[config.mk]
export PLATFORM = sky130hd
export DESIGN_NAME = mux4_rr_arbiter_flat
export DESIGN_NICKNAME = d
export VERILOG_FILES = /design/src/rtl/mux4_rr_arbiter_pkg.sv /design/src/rtl/mux4_rr_arbiter_if.sv /design/src/rtl/mux4_rr_arbiter_dp.sv /design/src/rtl/mux4_rr_arbiter.sv /design/src/flat_wrapper.sv
export SDC_FILE = /design/constraint.sdc
export NUM_CORES = 1
export LEC_CHECK = 0
export CAP_MARGIN = 15
export CORE_ASPECT_RATIO = 0.75
export CORE_MARGIN = 2
export CORE_UTILIZATION = 28
export DETAILED_ROUTE_END_ITERATION = 8
export HOLD_SLACK_MARGIN = 0.06
export PLACE_DENSITY_LB_ADDON = 0.3
export RECOVER_POWER = 50
export REMOVE_ABC_BUFFERS = 1
export SLEW_MARGIN = 20
export SYNTH_ARGS = -nofsm -noshare
export SYNTH_HDL_FRONTEND = slang
export SYNTH_HIERARCHICAL = 1
export SYNTH_SLANG_ARGS = --single-unit
[constraint.sdc]
create_clock -name clk -period 4.2 [get_ports clk]
set_input_delay 1.05 -clock clk [delete_from_list [all_inputs] [get_ports clk]]
set_output_delay 1.05 -clock clk [all_outputs]
set_load 0.01 [all_outputs]
[src/rtl/mux4_rr_arbiter_pkg.sv]
// Shared types, select encodings and the round-robin search used by the arbiter.
package mux_arb_pkg;

  typedef enum logic {
    IDLE = 1'b0,
    BUSY = 1'b1
  } arb_state_e;

  localparam logic [1:0] SEL_A = 2'b00;
  localparam logic [1:0] SEL_B = 2'b01;
  localparam logic [1:0] SEL_C = 2'b10;
  localparam logic [1:0] SEL_D = 2'b11;

  typedef struct packed {
    logic       found;
    logic [1:0] idx;
  } pick_t;

  // One-hot request bit for a requester index.
  function automatic logic [3:0] idx2oh(input logic [1:0] idx);
    return 4'b0001 << idx;
  endfunction

  // First set bit of (req & ~mask) in the order ptr, ptr+1, ptr+2, ptr+3 (mod 4).
  // Walks from the lowest priority upward so the highest-priority hit wins.
  function automatic pick_t rr_pick(input logic [3:0] req,
                                    input logic [1:0] ptr,
                                    input logic [3:0] mask);
    logic [3:0] cand;
    logic [1:0] pos;
    pick_t      res;
    cand      = req & ~mask;
    res.found = 1'b0;
    res.idx   = 2'b00;
    for (int k = 3; k >= 0; k--) begin
      pos = ptr + 2'(k);
      if (cand[pos]) begin
        res.found = 1'b1;
        res.idx   = pos;
      end
    end
    return res;
  endfunction

endpackage

[src/rtl/mux4_rr_arbiter_if.sv]
// Requester/selector bundle between the arbiter and its four clients.
interface mux4_rr_arbiter_if #(
  parameter int DATA_W = 1
);
  logic [3:0]        req;
  logic [DATA_W-1:0] a;
  logic [DATA_W-1:0] b;
  logic [DATA_W-1:0] c;
  logic [DATA_W-1:0] d;
  logic [3:0]        gnt;
  logic              s1;
  logic              s0;
  logic [DATA_W-1:0] y;
  logic              valid;

  modport master (
    output req, a, b, c, d,
    input  gnt, s1, s0, y, valid
  );

  modport slave (
    input  req, a, b, c, d,
    output gnt, s1, s0, y, valid
  );
endinterface

[src/rtl/mux4_rr_arbiter_dp.sv]
// Combinational 4:1 data selector steered by {s1,s0}.
module mux4_dp
  import mux_arb_pkg::*;
#(
  parameter int DATA_W = 1
) (
  input  logic [1:0]        sel,
  input  logic [DATA_W-1:0] a,
  input  logic [DATA_W-1:0] b,
  input  logic [DATA_W-1:0] c,
  input  logic [DATA_W-1:0] d,
  output logic [DATA_W-1:0] y
);

  // Route the addressed requester's data to the output.
  always_comb begin
    y = a;
    unique case (sel)
      SEL_A:   y = a;
      SEL_B:   y = b;
      SEL_C:   y = c;
      SEL_D:   y = d;
      default: y = a;
    endcase
  end

endmodule

[src/rtl/mux4_rr_arbiter.sv]
// Round-robin owner arbitration for a shared 4:1 selector, with a hold limit
// that forces a handover when another requester is waiting.
module mux4_rr_arbiter
  import mux_arb_pkg::*;
#(
  parameter int DATA_W   = 1,
  parameter int MAX_HOLD = 8
) (
  input  logic             clk,
  input  logic             rst,
  mux4_rr_arbiter_if.slave bus
);

  localparam int              HOLD_W    = $clog2(MAX_HOLD);
  localparam logic [HOLD_W-1:0] HOLD_LAST = HOLD_W'(MAX_HOLD - 1);

  arb_state_e        state_q, state_d;
  logic [1:0]        ptr_q, ptr_d;
  logic [HOLD_W-1:0] hold_cnt_q, hold_cnt_d;
  logic [3:0]        gnt_q, gnt_d;
  logic [1:0]        sel_q, sel_d;
  logic [DATA_W-1:0] y_q, y_d;
  logic              valid_q, valid_d;

  logic [DATA_W-1:0] dp_y;
  logic [3:0]        owner_oh;
  logic              others_pending;
  logic              release_now;
  logic [1:0]        next_ptr;
  pick_t             idle_pick;
  pick_t             handover_pick;

  mux4_dp #(.DATA_W(DATA_W)) u_dp (
    .sel (sel_q),
    .a   (bus.a),
    .b   (bus.b),
    .c   (bus.c),
    .d   (bus.d),
    .y   (dp_y)
  );

  // Next owner, pointer, hold count and registered data for the coming edge.
  // While BUSY, sel_q always names the owner, so it doubles as the owner index.
  always_comb begin
    state_d    = state_q;
    ptr_d      = ptr_q;
    hold_cnt_d = hold_cnt_q;
    gnt_d      = gnt_q;
    sel_d      = sel_q;
    y_d        = dp_y;
    valid_d    = (state_q == BUSY);

    owner_oh       = idx2oh(sel_q);
    others_pending = |(bus.req & ~owner_oh);
    release_now    = !bus.req[sel_q] ||
                     ((hold_cnt_q == HOLD_LAST) && others_pending);
    next_ptr       = sel_q + 2'd1;
    idle_pick      = rr_pick(bus.req, ptr_q, 4'b0000);
    handover_pick  = rr_pick(bus.req, next_ptr, owner_oh);

    unique case (state_q)
      IDLE: begin
        if (idle_pick.found) begin
          state_d    = BUSY;
          gnt_d      = idx2oh(idle_pick.idx);
          sel_d      = idle_pick.idx;
          hold_cnt_d = '0;
        end
      end
      BUSY: begin
        hold_cnt_d = (hold_cnt_q == HOLD_LAST) ? hold_cnt_q : hold_cnt_q + HOLD_W'(1);
        if (release_now) begin
          ptr_d = next_ptr;
          if (handover_pick.found) begin
            gnt_d      = idx2oh(handover_pick.idx);
            sel_d      = handover_pick.idx;
            hold_cnt_d = '0;
          end else begin
            state_d    = IDLE;
            gnt_d      = 4'b0000;
            hold_cnt_d = '0;
          end
        end
      end
      default: begin
        state_d = IDLE;
        gnt_d   = 4'b0000;
      end
    endcase
  end

  // State, grant and datapath registers; reset takes effect immediately.
  always_ff @(posedge clk or posedge rst) begin
    if (rst) begin
      state_q    <= IDLE;
      ptr_q      <= 2'b00;
      hold_cnt_q <= '0;
      gnt_q      <= 4'b0000;
      sel_q      <= SEL_A;
      y_q        <= '0;
      valid_q    <= 1'b0;
    end else begin
      state_q    <= state_d;
      ptr_q      <= ptr_d;
      hold_cnt_q <= hold_cnt_d;
      gnt_q      <= gnt_d;
      sel_q      <= sel_d;
      y_q        <= y_d;
      valid_q    <= valid_d;
    end
  end

  assign bus.gnt   = gnt_q;
  assign bus.s1    = sel_q[1];
  assign bus.s0    = sel_q[0];
  assign bus.y     = y_q;
  assign bus.valid = valid_q;

endmodule

[src/flat_wrapper.sv]
// flat-port wrapper written by rule: the top's interface ports become plain ports
module mux4_rr_arbiter_flat import mux_arb_pkg::*;
#(
  parameter int DATA_W   = 1,
  parameter int MAX_HOLD = 8
)
  (clk, rst, bus_req, bus_a, bus_b, bus_c, bus_d, bus_gnt, bus_s1, bus_s0, bus_y, bus_valid);
  mux4_rr_arbiter_if #(.DATA_W(DATA_W)) bus_i ();
  input  logic clk;
  input  logic rst;
  input wire logic [$bits(bus_i.req)-1:0] bus_req;
  input wire logic [$bits(bus_i.a)-1:0] bus_a;
  input wire logic [$bits(bus_i.b)-1:0] bus_b;
  input wire logic [$bits(bus_i.c)-1:0] bus_c;
  input wire logic [$bits(bus_i.d)-1:0] bus_d;
  output wire logic [$bits(bus_i.gnt)-1:0] bus_gnt;
  output wire logic [$bits(bus_i.s1)-1:0] bus_s1;
  output wire logic [$bits(bus_i.s0)-1:0] bus_s0;
  output wire logic [$bits(bus_i.y)-1:0] bus_y;
  output wire logic [$bits(bus_i.valid)-1:0] bus_valid;
  assign bus_i.req = bus_req;
  assign bus_i.a = bus_a;
  assign bus_i.b = bus_b;
  assign bus_i.c = bus_c;
  assign bus_i.d = bus_d;
  assign bus_gnt = bus_i.gnt;
  assign bus_s1 = bus_i.s1;
  assign bus_s0 = bus_i.s0;
  assign bus_y = bus_i.y;
  assign bus_valid = bus_i.valid;
  mux4_rr_arbiter #(.DATA_W(DATA_W), .MAX_HOLD(MAX_HOLD)) u_core (.clk(clk), .rst(rst), .bus(bus_i));
endmodule
== Word level (Yosys, flattened, before mapping) ==
Index checks and enable logic that the tools add are counted.
W data, S select, Z words.

* Bits in registers: 14
* Bits of input ports: 10
* Word-level logic and storage cells: 90

* $add $sub $neg: 8
* $lt $le $gt $ge: 9
* Equality and inequality tests: 8
* Shift operators: 3
* Multiplexer cells: 43
* Bitwise operators: 3
* Reductions and logical operators: 9

{| class="wikitable"
|+ Operator list
! operator !! number
|-
| $mux W3 || 11
|-
| $lt A2 B3 Y1 const B || 9
|-
| $bmux W1 S2 || 9
|-
| $mux W1 || 12
|-
| $mux W4 || 3
|-
| $shl A1 B2 Y4 const A || 3
|-
| $add A2 B2 Y2 const B || 4
|-
| $pmux W4 S2 || 1
|-
| $add A2 B1 Y2 const B || 3
|-
| $mux W2 || 3
|-
| $pmux W3 S2 || 1
|-
| $reduce_and A2 Y1 || 3
|-
| $and A4 B4 Y4 || 1
|-
| $eq A2 B2 Y1 const B || 2
|-
| $ne A2 B2 Y1 const B || 2
|-
| $not A4 Y4 || 1
|-
| $pmux W1 S4 || 1
|-
| $pmux W2 S2 || 1
|-
| $reduce_or A4 Y1 || 1
|-
| $add A3 B1 Y3 const B || 1
|-
| $eq A3 B3 Y1 const B || 1
|-
| $ne A3 B3 Y1 const B || 1
|-
| $reduce_and A3 Y1 || 1
|-
| $eq A2 B1 Y1 const B || 1
|-
| other kinds (7) || 7
|}

== Longest topological paths before layout ==
* Word-level depth: 13
* Depth in mapped cells: 8
* Mapped depth without buffers: 7

== Cells and area by module ==
The synthesis kept the hierarchy.

{| class="wikitable"
|+ Modules (own cells, without submodules)
! module !! instances !! cells an instance !! area each (µm²) !! seq. area each (µm²)
|-
| mux4_rr_arbiter || 1 || 97 || 940.9 || 350.3
|-
| mux4_dp || 1 || 1 || 22.5 || 0.0
|}

== Worst setup path after synthesis ==
Ideal clock, no wire load.

* Kind: in2reg
* Start: input bus_req[3]
* End: register u_core.sel_q[1]
* Data arrival time: 2.228 ns
* Slack: 1.847 ns
* Stages: 5
* Buffers on the path: 0
* Cell sequence: nor2b_1 or4_4 o21ai_2 a21o_4 mux2_4

* Longest elaborated chain between the ends: 10

{| class="wikitable"
|+ RTL lines
! what !! line !! source
|-
| start, declared || flat_wrapper.sv:11 || <nowiki>input wire logic [$bits(bus_i.req)-1:0] bus_req;</nowiki>
|-
| $and A4 B4 Y4 || mux4_rr_arbiter_pkg.sv:32, mux4_rr_arbiter.sv:54 ||
|-
| $bmux W1 S2 || mux4_rr_arbiter_pkg.sv:37 || <nowiki>if (cand[pos]) begin</nowiki>
|-
| $mux W1 (not written as such) || mux4_rr_arbiter_pkg.sv:37 ||
|-
| $mux W3 (4 in a row) || mux4_rr_arbiter_pkg.sv:37 ||
|-
| $mux W2 || mux4_rr_arbiter.sv:74 || <nowiki>if (handover_pick.found) begin</nowiki>
|-
| $mux W2 || mux4_rr_arbiter.sv:72 || <nowiki>if (release_now) begin</nowiki>
|-
| $pmux W2 S2 || mux4_rr_arbiter.sv:61 || <nowiki>unique case (state_q)</nowiki>
|-
| end signal, assigned || mux4_rr_arbiter.sv:107 || <nowiki>sel_q <= sel_d;</nowiki>
|-
| end, declared || mux4_rr_arbiter.sv:21 || <nowiki>logic [1:0] sel_q, sel_d;</nowiki>
|}

Parallel ways exist; a longest one is shown, timed or not. The select of a mux whose other input is x is not followed.
A chain may end at the register's enable or synchronous reset.

== Worst setup path in the final report ==
* Start: input bus_req[3]
* End: register u_core.gnt_q[0] (netlist: u_core/bus.gnt[0])

* Longest elaborated chain between the ends: 11

{| class="wikitable"
|+ RTL lines
! what !! line !! source
|-
| $and A4 B4 Y4 || mux4_rr_arbiter_pkg.sv:32, mux4_rr_arbiter.sv:54 ||
|-
| $bmux W1 S2 || mux4_rr_arbiter_pkg.sv:37 ||
|-
| $mux W1 (not written as such) || mux4_rr_arbiter_pkg.sv:37 ||
|-
| $mux W3 (4 in a row) || mux4_rr_arbiter_pkg.sv:37 ||
|-
| $shl A1 B2 Y4 || mux4_rr_arbiter_pkg.sv:21 || <nowiki>return 4'b0001 << idx;</nowiki>
|-
| $mux W4 || mux4_rr_arbiter.sv:74 ||
|-
| $mux W4 || mux4_rr_arbiter.sv:72 ||
|-
| $pmux W4 S2 || mux4_rr_arbiter.sv:61 ||
|-
| end signal, assigned || mux4_rr_arbiter.sv:106 || <nowiki>gnt_q <= gnt_d;</nowiki>
|-
| end, declared || mux4_rr_arbiter.sv:20 || <nowiki>logic [3:0] gnt_q, gnt_d;</nowiki>
|}

Parallel ways exist; a longest one is shown, timed or not. The select of a mux whose other input is x is not followed.

==> summary.txt <==
Run status
  • Status: finished, final reports clean

Timing
  • Setup TNS: 0 ns
  • Layout Skew: 0.00194 ns
  • Final-report hold violation count: 0
  • Slew Viols, Final: 0
  • Max_slew headroom: 48.7%
  • Fin crit period: 2.93 ns
  • Final Cycle Share: 69.7%
  • Setup violations, final: 0
  • Worst slew pin tran: 0.765 ns
  • Fmax: 341 MHz
  • Worst Setup Slack, final: 1.27 ns
  • RSZ-0062 raised after global routing: false

Clocking
  • # H-tree levels: 1
  • CTS root buf: clkbuf_8
  • TritonCTS clock tree: yes
  • Clk_lat worst skew: 0.24 ns
  • Post_cts resized: 0
  • Post CTS Setup Buffer Count: 0
  • Reg clk slew, reported paths: 0.06 ns
  • Maximum buffer depth of the clock tree: 2
  • CTS Sinks: 14
  • Num CTS Buffers: 3
  • Hold Buf Count CTS: 0

Logic synthesis
  • Post-synth EDFFs: 0
  • Post-synthesis adder-cell area fraction: 7.79%
  • Post-synth top area share: 36.4%
  • #FFs+latches synth: 14
  • Multiplexer area fraction after synthesis: 9.61%
  • Post-synthesis simple-gate area fraction: 18.4%
  • Largest family of logic cells by synthesized area: compound AO/OA/AOI/OAI gates
  • Syn avg cell area: a little under 10 µm²
  • Post-synthesis cell area: 963 µm²
  • Synth cell types: 38
  • Area leader, netlist: dfrtp_1
  • Synth Area in Compound Gates: between 20% and 30%
  • Async SR Flop Fraction: 100%
  • Xor/xnor cell area share of the yosys netlist: 0%
  • Seq/Total Area, Yosys: 36.4%
  • Synth Flop Type: dfrtp_1
  • Yosys warns: 6
  • Top cells by area, synth: dfrtp_1, ha_1, mux4_2
  • Post-Syn Instances: 98

Power
  • Seq pwr share: approximately 29%
  • Combinational fraction of design power: a little under three fifths
  • Clock share of power: 14.4%
  • Leak pwr: 0.517 nW
  • Internal power: 546 µW
  • Pwr dens: 746 nW/µm²
  • Sw Ratio: 40.0%
  • Net Switching: around 360 µW
  • Peak supply drop: 0.285 mV

Placement
  • IO Port Bufs: 17
  • Final GP Congestion: 0.934
  • Pre-CTS WS: 0.995 ns
  • Post-detail-place hpwl: between 1.5 and 2 mm

Flow run
  • Max Cap Viol: 0

Critical path
  • CP endpoint kind: flip-flop
  • Delay of the slowest critical-path stage: 0.67 ns
  • Crit-path cells: clkdlybuf4s50_1, mux4_2, a31oi_1, a31oi_1
  • CP required: approximately 4.3 ns
  • CP Class: in2reg
  • Most common cell on crit path: a31oi_1
  • Worst Path Arrival: 3.01 ns
  • Critical path's slowest cell: a31oi_1
  • CP Launch Type: primary input
  • CP Max Fanout: 11

Route
  • Metal3 WL: 124 µm
  • Drt drc: 0
  • 1st-pass router iterations: 4
  • Highest metal layer with signal wires: met4
  • DRT iter0 DRCs: 13
  • Vias: 827
  • Met2 routed WL: around 990 µm
  • DRT Wirelength: 2.21 mm
  • Post-DR wirelength/cell: roughly 14 µm
  • Routed Antenna Nets: 0
  • Routed met1 length: around 1.1 mm
  • Via density: roughly 5.3

Global route
  • Global Route Usage Sum: 12.3%
  • Vias in the first global route: 743
  • Initial antenna violation count: 0
  • Pin count of the biggest net entering global routing: 15
  • GR Overflow Total: 0
  • First-pass GRT wire length: about 3.6 mm

Die
  • Starting density of the core: 29.3%
  • Die Y: roughly 55 µm
  • Core ar.: roughly 3300 µm²
  • FP Rows: 18
  • Die area: a little under 4000 µm²
  • Die X-Extent: 71.7 µm
  • IO Pins: 18

Finish
  • Fraction of layout cells with a size suffix above 1: 14.5%
  • # diodes: 0
  • Final #Nets: 134
  • P&R area growth vs syn: 26.6%
  • Core Util, Final: 37.1%

Hold path
  • Class of the worst hold path: reg2reg
power by group through the flow:
stage | combinational [mW] | sequential (mW) | clock (mW)
detailed placement | 0.517 | 0.266 | 0
global placement | 0.512 | 0.260 | 0
floorplan | 0.345 | 0.266 | 0
finish | 0.516 | 0.262 | 0.131
CTS | 0.519 | 0.263 | 0.135
global route | 0.568 | 0.275 | 0.142
worst max-delay path: cells and delay by family:
kind	cells	cell delay, ns
AOI/OAI and AO/OA	2	0.84
muxes	1	0.60
buffers and inverters	1	0.52
sequential cells by signal, indices dropped and copies added, names as in the netlist:
register / count
u_core/bus.gnt: 4
u_core/state_q: 1
u_core/hold_cnt_q: 3
u_core/bus.valid: 1
u_core/sel_q: 2
u_core/bus.y: 1
u_core/ptr_q: 2
kinds of logic after synthesis:
group / count (synthesis)
simple gates: 32
compound gates: 32
fa+ha+maj: 6
flops: 14
mux: 6
buf+inv: 8
Yosys cell counts, types with 3 or more instances:
library cell and count:
o21ai_0 3, dfrtp_1 14, nand2b_1 3, a31oi_1 3, nor2b_1 6, o22ai_1 4, nand2_1 7, ha_1 6
a21oi_1 7, inv_1 5, nor2_1 6
stage by stage:
| step | hold WS (ns) | instances | total power, mW | area, µm² |
|---|---|---|---|---|
| CTS | 0.536 | 157 | 0.918 | 1220 |
| finish | 0.532 | 157 | 0.909 | 1220 |
| global placement | 0.518 | 153 | 0.772 | 1160 |
| floorplan | 0.516 | 96 | 0.611 | 945 |
| global route | 0.570 | 157 | 0.984 | 1220 |
| detailed placement | 0.522 | 153 | 0.783 | 1160 |
per-layer routing:
layer	up-vias	GRT usage, %
li1	405	-
met1	400	15.9
met2	20	20.4
met3	2	3.31
met4	0	3.77
met5	-	0
layout make-up:
| class | instances | area [µm²] |
|---|---|---|
| multi-input combinational | 76 | 571 |
| sequential | 14 | 350 |
| fill | 333 | 2070 |
| tap | 40 | 50.0 |
| inverter | 6 | 23.8 |
| clock buffer | 4 | 55.1 |
| timing repair buffer | 17 | 170 |
final timing paths:
check / slack [ns] / start / depth (start not counted) / to
hold reg to reg: 0.53 / u_core/bus.gnt[1] / 2 / u_core/bus.gnt[1]
setup reg to reg: 1.76 / u_core/sel_q[0] / 6 / u_core/bus.gnt[0]
max in group asynchronous: 2.56 / rst / 2 / u_core/hold_cnt_q[1]
min in group asynchronous: 1.29 / rst / 2 / u_core/bus.gnt[3]
setup / recovery: 1.27 / bus_req[3] / 4 / u_core/bus.gnt[0]
hold / removal: 0.53 / u_core/bus.gnt[1] / 2 / u_core/bus.gnt[1]
cells in the final DEF (no fill, tap or decap), drive strengths merged, types with 2 or more instances in the layout:
cell type,n
inv,5
o22ai,4
dfrtp,14
a31oi,3
o21ai,4
dlygate4sd3,4
nand2b,3
nor2,6
clkbuf,4
nor2b,6
a221oi,2
mux2,3
or2,2
mux4,2
ha,6
a22oi,2
nand2,7
clkdlybuf4s50,13
a21oi,7
a21o,3
and2b,2
Note: power is estimated with default switching activity, not from simulation.
